### config.mk
export PLATFORM = sky130hd
export DESIGN_NAME = load_store_unit
export DESIGN_NICKNAME = d
export VERILOG_FILES = /design/src/rtl/load_store_unit.sv
export SDC_FILE = /design/constraint.sdc
export NUM_CORES = 1
export LEC_CHECK = 0
export ABC_CLOCK_PERIOD_IN_PS = 3500
export CAP_MARGIN = 20
export CORE_MARGIN = 2
export CORE_UTILIZATION = 49
export CTS_BUF_LIST = sky130_fd_sc_hd__clkbuf_4 sky130_fd_sc_hd__clkbuf_8
export CTS_CLUSTER_SIZE = 10
export DETAILED_ROUTE_END_ITERATION = 8
export HOLD_SLACK_MARGIN = 0.03
export PLACE_DENSITY = 0.83
export SLEW_MARGIN = 25
export SYNTH_ARGS = -nofsm -noshare
export SYNTH_HDL_FRONTEND = slang
export SYNTH_SLANG_ARGS = --single-unit
export TNS_END_PERCENT = 1
### constraint.sdc
create_clock -name clk -period 3.5 [get_ports clk]
set_clock_uncertainty 0.05 [all_clocks]
set_input_delay 0.525 -clock clk [delete_from_list [all_inputs] [get_ports clk]]
set_output_delay 0.525 -clock clk [all_outputs]
set_load 0.005 [all_outputs]
### src/rtl/load_store_unit.sv
// ---------------------------------------------------------------------------
// load_store_unit
//  Bridges the datapath to data_memory. Takes one load/store request at a
//  time over valid/ready, supports byte/half/word sizes, sign/zero extends
//  loads and performs sub-word stores as a read-modify-write because the
//  memory always writes a full word. Misaligned or reserved-size requests
//  are answered with resp_err and never touch memory.
//
//  Ports
//   clk, reset                 clock, async active-high reset
//   req_valid/req_ready        request handshake (ready only in IDLE)
//   req_write/size/signed      request attributes
//   req_address/req_wdata      byte address, right-aligned store data
//   resp_valid/resp_ready      response handshake
//   resp_rdata/resp_err        extended load data, error flag
//   mem_address/write_data/en  to data_memory
//   mem_read_data              from data_memory (combinational read)
//
//  state | meaning
//  ------+---------------------------------------------------------------
//  IDLE  | waiting for a request, req_ready = 1
//  LOAD  | memory addressed, capture and extend read data
//  READ  | sub-word store: capture current word and merge store data
//  WRITE | single-cycle write strobe with full word
//  RESP  | response presented until resp_ready
// ---------------------------------------------------------------------------
module load_store_unit #(
   parameter int byte_W = 4,
   parameter int Addr_W = 8
) (
   input  logic                clk,
   input  logic                reset,
   input  logic                req_valid,
   output logic                req_ready,
   input  logic                req_write,
   input  logic [1:0]          req_size,
   input  logic                req_signed,
   input  logic [Addr_W-1:0]   req_address,
   input  logic [8*byte_W-1:0] req_wdata,
   output logic                resp_valid,
   input  logic                resp_ready,
   output logic [8*byte_W-1:0] resp_rdata,
   output logic                resp_err,
   output logic [Addr_W-1:0]   mem_address,
   output logic [8*byte_W-1:0] mem_write_data,
   output logic                mem_write_en,
   input  logic [8*byte_W-1:0] mem_read_data
);

   localparam int Data_W = 8 * byte_W;
   localparam int Lane_W = $clog2(byte_W);
   localparam int Sh_W   = $clog2(Data_W);

   localparam logic [1:0] SZ_BYTE = 2'b00;
   localparam logic [1:0] SZ_HALF = 2'b01;
   localparam logic [1:0] SZ_WORD = 2'b10;

   typedef enum logic [2:0] {S_IDLE, S_LOAD, S_READ, S_WRITE, S_RESP} state_t;

   state_t      state;
   logic [1:0]  size_q;
   logic        signed_q;
   logic [15:0] wdata_q;

   logic              req_err;
   logic [Sh_W-1:0]   lane_sh;
   logic [Data_W-1:0] rd_shifted;
   logic [Data_W-1:0] load_ext;
   logic [Data_W-1:0] st_mask;
   logic [Data_W-1:0] st_data;
   logic [Data_W-1:0] merged;

   always_comb begin
      req_err = 1'b0;
      case (req_size)
         SZ_HALF: req_err = req_address[0];
         SZ_WORD: req_err = |req_address[1:0];
         SZ_BYTE: req_err = 1'b0;
         default: req_err = 1'b1;
      endcase
   end

   // mem_address holds the accepted address while in LOAD/READ, so its low
   // bits select the byte lane within the memory word.
   assign lane_sh    = {mem_address[Lane_W-1:0], 3'b000};
   assign rd_shifted = mem_read_data >> lane_sh;

   always_comb begin
      load_ext = rd_shifted;
      case (size_q)
         SZ_BYTE: load_ext = {{(Data_W-8){signed_q & rd_shifted[7]}}, rd_shifted[7:0]};
         SZ_HALF: load_ext = {{(Data_W-16){signed_q & rd_shifted[15]}}, rd_shifted[15:0]};
         default: load_ext = rd_shifted;
      endcase
   end

   always_comb begin
      st_mask = (size_q == SZ_BYTE) ? {{(Data_W-8){1'b0}}, 8'hFF}
                                    : {{(Data_W-16){1'b0}}, 16'hFFFF};
      st_mask = st_mask << lane_sh;
      st_data = {{(Data_W-16){1'b0}}, wdata_q} << lane_sh;
      merged  = (mem_read_data & ~st_mask) | (st_data & st_mask);
   end

   always_ff @(posedge clk or posedge reset) begin
      if (reset) begin
         state          <= S_IDLE;
         req_ready      <= 1'b1;
         resp_valid     <= 1'b0;
         resp_rdata     <= '0;
         resp_err       <= 1'b0;
         mem_write_en   <= 1'b0;
         mem_address    <= '0;
         mem_write_data <= '0;
         size_q         <= SZ_BYTE;
         signed_q       <= 1'b0;
         wdata_q        <= '0;
      end else begin
         case (state)
            S_IDLE: begin
               if (req_valid && req_ready) begin
                  size_q    <= req_size;
                  signed_q  <= req_signed;
                  wdata_q   <= req_wdata[15:0];
                  req_ready <= 1'b0;
                  if (req_err) begin
                     resp_err   <= 1'b1;
                     resp_rdata <= '0;
                     resp_valid <= 1'b1;
                     state      <= S_RESP;
                  end else begin
                     resp_err    <= 1'b0;
                     mem_address <= req_address;
                     if (!req_write) begin
                        state <= S_LOAD;
                     end else if (req_size == SZ_WORD) begin
                        mem_write_data <= req_wdata;
                        mem_write_en   <= 1'b1;
                        state          <= S_WRITE;
                     end else begin
                        state <= S_READ;
                     end
                  end
               end
            end
            S_LOAD: begin
               resp_rdata <= load_ext;
               resp_valid <= 1'b1;
               state      <= S_RESP;
            end
            S_READ: begin
               mem_write_data <= merged;
               mem_write_en   <= 1'b1;
               state          <= S_WRITE;
            end
            S_WRITE: begin
               mem_write_en <= 1'b0;
               resp_rdata   <= '0;
               resp_valid   <= 1'b1;
               state        <= S_RESP;
            end
            S_RESP: begin
               if (resp_ready) begin
                  resp_valid <= 1'b0;
                  req_ready  <= 1'b1;
                  state      <= S_IDLE;
               end
            end
            default: begin
               state <= S_IDLE;
            end
         endcase
      end
   end

endmodule

==> impl_metrics.csv <==
group,metric,value,unit
synthesis,syn-instance-count,484,
timing,fin_tns_setup,0,ns
synthesis,synth_cell_types,48,
power_and_ir_drop,internal_power,3590,uW
layout,areaGrowthSynthToFinish,36.2,%
detailed_routing,drt-pass1-iter-count,5,
layout,number_of_nets_in_the_layout,697,
power_and_ir_drop,power.ir.vdd_worst,0.000370,V
detailed_routing,route.detailed.vias_per_inst,6.17,
critical_path,cp.buffers_inverters,1,
detailed_routing,detail_route.wirelength,16500,um
synthesis,area_share_of_the_leading_cell_type_in_the_synthesized_netlist,47.6,%
timing,setup_viol,0,
timing,slew_headroom,40.2,%
layout,n_fill_cell,796,
timing,worst_margin_pin_slew,0.898,ns
status,outcome,"completed",
synthesis,seq_area_frac_synth,48.1,%
timing,setup_repair_after_global_routing_missed_its_margin,"false",
synthesis,netlist_area,5100,um2
placement,portBuffers,155,
synthesis,syn_avg_cell_area,10.5,um2
global_route,grt-ovfl-total,0,
synthesis,synth_nets,564,
global_route,groute.usage.overall,29.7,%
global_route,number_of_antenna_violations_at_the_first_check_in_global_routing,0,
critical_path,crit_path_top_delay_cell,"dfrtp_1",
placement,dpl_cell_area,6720,um2
min_path,hold_crit_path_type,"reg2reg",
timing,final.min_clock_period,2.42,ns
timing,finalHoldWorstSlack,0.443,ns
min_path,min_delay_worst_endpoint,"mem_write_en",
floorplanning,row_count,37,
critical_path,reg2regPathDepth,5,
floorplanning,die_h,106,um
critical_path,worstSetupEndpointType,"output pin",
timing,timing.final.crit_share,69.1,%
clock_network,clock_sink_count,98,
synthesis,ys.warnings.count,0,
critical_path,cp_peak_stage_delay,0.84,ns
global_route,grt_start_max_net_pins,51,
critical_path,worstPathCellList,"clkdlybuf4s50_1",
timing,final.setup.worst_slack,1.08,ns
clock_network,htree_num_levels,3,
floorplanning,die_w,106,um
synthesis,synth-edff-count,0,
layout,finalInstanceArea,6950,um2
detailed_routing,first_iter_violations,359,
critical_path,worstSetupStartpointType,"flop",
job,drv_cap,0,
clock_network,max-clock-path-buffers,2,
power_and_ir_drop,power.share.clock,14.1,%
timing,clock.fmax,413,MHz
synthesis,synth_seq_cells,98,
synthesis,ys_top_cells_by_area,"dfrtp_1 48%, mux2_2 7.3%, mux2i_1 6.3%, a31oi_1 4.0%, nand2_1 4.0%",
critical_path,worst_ep_required_time,2.92,ns
min_path,min_path_cells,1,
timing,timing.final.hold_violations,0,
critical_path,critical_path.max_fanout,19,
placement,finalWeightedCongestion,0.903,
clock_network,cts_made_buffers,9,
critical_path,timing.rr.end,"mem_write_data[1]",
synthesis,yosysTopAreaCell,"dfrtp_1",
power_and_ir_drop,cellPowerDensity,831,nW/um2
clock_network,cts_tree,"done",
clock_network,cts_resized,0,
layout,drive_gt1_share,12.1,%
power_and_ir_drop,p_sw,2190,uW
clock_network,hold_buffers,0,
global_route,grt_pass1_vias,4590,
clock_network,clock_latency,0.37,ns
synthesis,synth-async-reset-ratio,100,%
critical_path,crit_type,"reg2out",
clock_network,clk_transition_reported_paths,0.08,ns
power_and_ir_drop,comb_power_share,49.5,%
min_path,min_from,"mem_write_en",
global_route,first_pass_grt_wire_length,25400,um
detailed_routing,remaining_drc_errors,0,
power_and_ir_drop,report.power.total,5780,uW
floorplanning,initial_core_util,49.9,%
clock_network,cts_post_setup_buffers_inserted,0,
critical_path,timing.critical_path.max_delay_family,"flip-flops",
placement,dpl_worst_slack,0.806,ns
critical_path,critPathArrivalTime,1.84,ns
critical_path,crit-reg2reg-launch,"state[2]",
floorplanning,area_of_the_die,11200,um2
critical_path,timing.reg2reg.setup_slack,1.20,ns
floorplanning,ioPinCount,156,
floorplanning,core_region_area,10200,um2
layout,antenna_cells,0,
timing,number_of_max_slew_violations_in_the_final_report,0,
power_and_ir_drop,pleak,0.00291,uW
detailed_routing,antenna_left,0,
clock_network,clk_tree_root_cell,"clkbuf_8",
power_and_ir_drop,p_sw_share,37.9,%
power_and_ir_drop,sequential_cell_fraction_of_total_power,36.4,%
placement,hpwl,11900,um
synthesis,postSynth.topFlopCell,"dfrtp_1",
detailed_routing,route.detailed.wl_per_inst,21.8,um
detailed_routing,vias,4674,
power by group through the flow:
stage	Sequential, uW	Clock [uW]	Combinational [uW]
after floorplan	1940	0	1700
after global placement	2080	0	2760
after detailed placement	2100	0	2830
after CTS	2080	827	2850
after global routing	2150	881	3090
final	2100	814	2860
worst max path at each step:
stage                        start           endpoint  cells after the start  slack, ns
CTS                 mem_address[1]     resp_rdata[31]                      4       1.05
detailed placement       req_write  mem_write_data[3]                      6       0.81
finish              mem_address[1]     mem_address[1]                      1       1.08
global placement         req_write  mem_write_data[4]                      6       0.88
floorplan                    reset     mem_address[0]                      1       0.36
global route        mem_address[1]     mem_address[1]                      1       1.05
cell type report:
class | instances | area, um2 | share of cell area (%)
clock inverters | 5 | 77.6 | 1.12
well taps | 136 | 170 | 2.45
multi-input cells | 338 | 2440 | 35.1
inverters | 4 | 17.5 | 0.252
flip-flops and latches | 98 | 2450 | 35.3
repair buffers | 166 | 1650 | 23.7
clock buffers | 11 | 145 | 2.09
state kept, by name (all words and copies together), names as in the netlist:
name	count
resp_valid	1
state	3
mem_write_en	1
resp_rdata	32
size_q	2
mem_write_data	32
wdata_q	16
req_ready	1
signed_q	1
mem_address	8
resp_err	1
metal layers:
metal  up-vias  GRT usage, %  wire [um]
met2       258          48.4       7930
met1      2304          40.8       7040
li1       2081             -          -
met4         0          8.65        314
met3        31          5.33       1270
met5         -             0          0
cells in the final DEF, fill, tap and decap left out, types with 2 or more instances in the layout:
cell type and count:
a211o_1 15, a21oi_1 34, a221o_1 9, a31oi_1 32
a32o_1 7, and3_1 2, buf_4 10, bufinv_16 2
clkbuf_8 10, clkdlybuf4s50_1 155, clkinv_2 2, dfrtp_1 96
inv_1 2, mux2_1 3, mux2_2 33, mux2i_1 32
nand2_1 54, nand2b_1 2, nand3b_1 9, nor2_1 15
nor2b_1 9, nor3_1 3, nor4_1 8, o211ai_1 8
o21a_1 9, o21ai_0 16, o221ai_1 8, o2bb2ai_1 7
or2_2 3, or3b_1 2
logic make-up (layout without fill, tap and decap cells):
family          Yosys count  after routing  share of synthesized area (%)
buf+inv                  48            186                           4.54
flops                    98             98                           48.1
simple gates            113            113                           10.9
compound gates          156            156                           21.8
mux                      69             69                           14.7
synth_stat cells (2+ instances only):
master,n
a211o_1,15
a21oi_1,34
a221o_1,9
a31oi_1,33
a32o_1,7
and3_1,2
buf_2,17
buf_4,2
buf_6,3
clkbuf_1,21
dfrtp_1,97
inv_1,3
mux2_1,3
mux2_2,33
mux2i_1,32
nand2_1,54
nand2b_1,2
nand3b_1,9
nor2_1,15
nor2b_1,9
nor3_1,3
nor4_1,9
o211ai_1,8
o21a_1,9
o21ai_0,16
o221ai_1,8
o2bb2ai_1,7
or2_2,3
or3b_1,2
stage by stage:
step           utilization [%]  instances
6_report                  67.9        758
5_1_grt                   67.9        758
4_1_cts                   67.8        758
3_5_place_dp              65.7        742
3_3_place_gp              65.7        742
2_1_floorplan                -        484
Note: power is estimated with default switching activity, not from simulation.
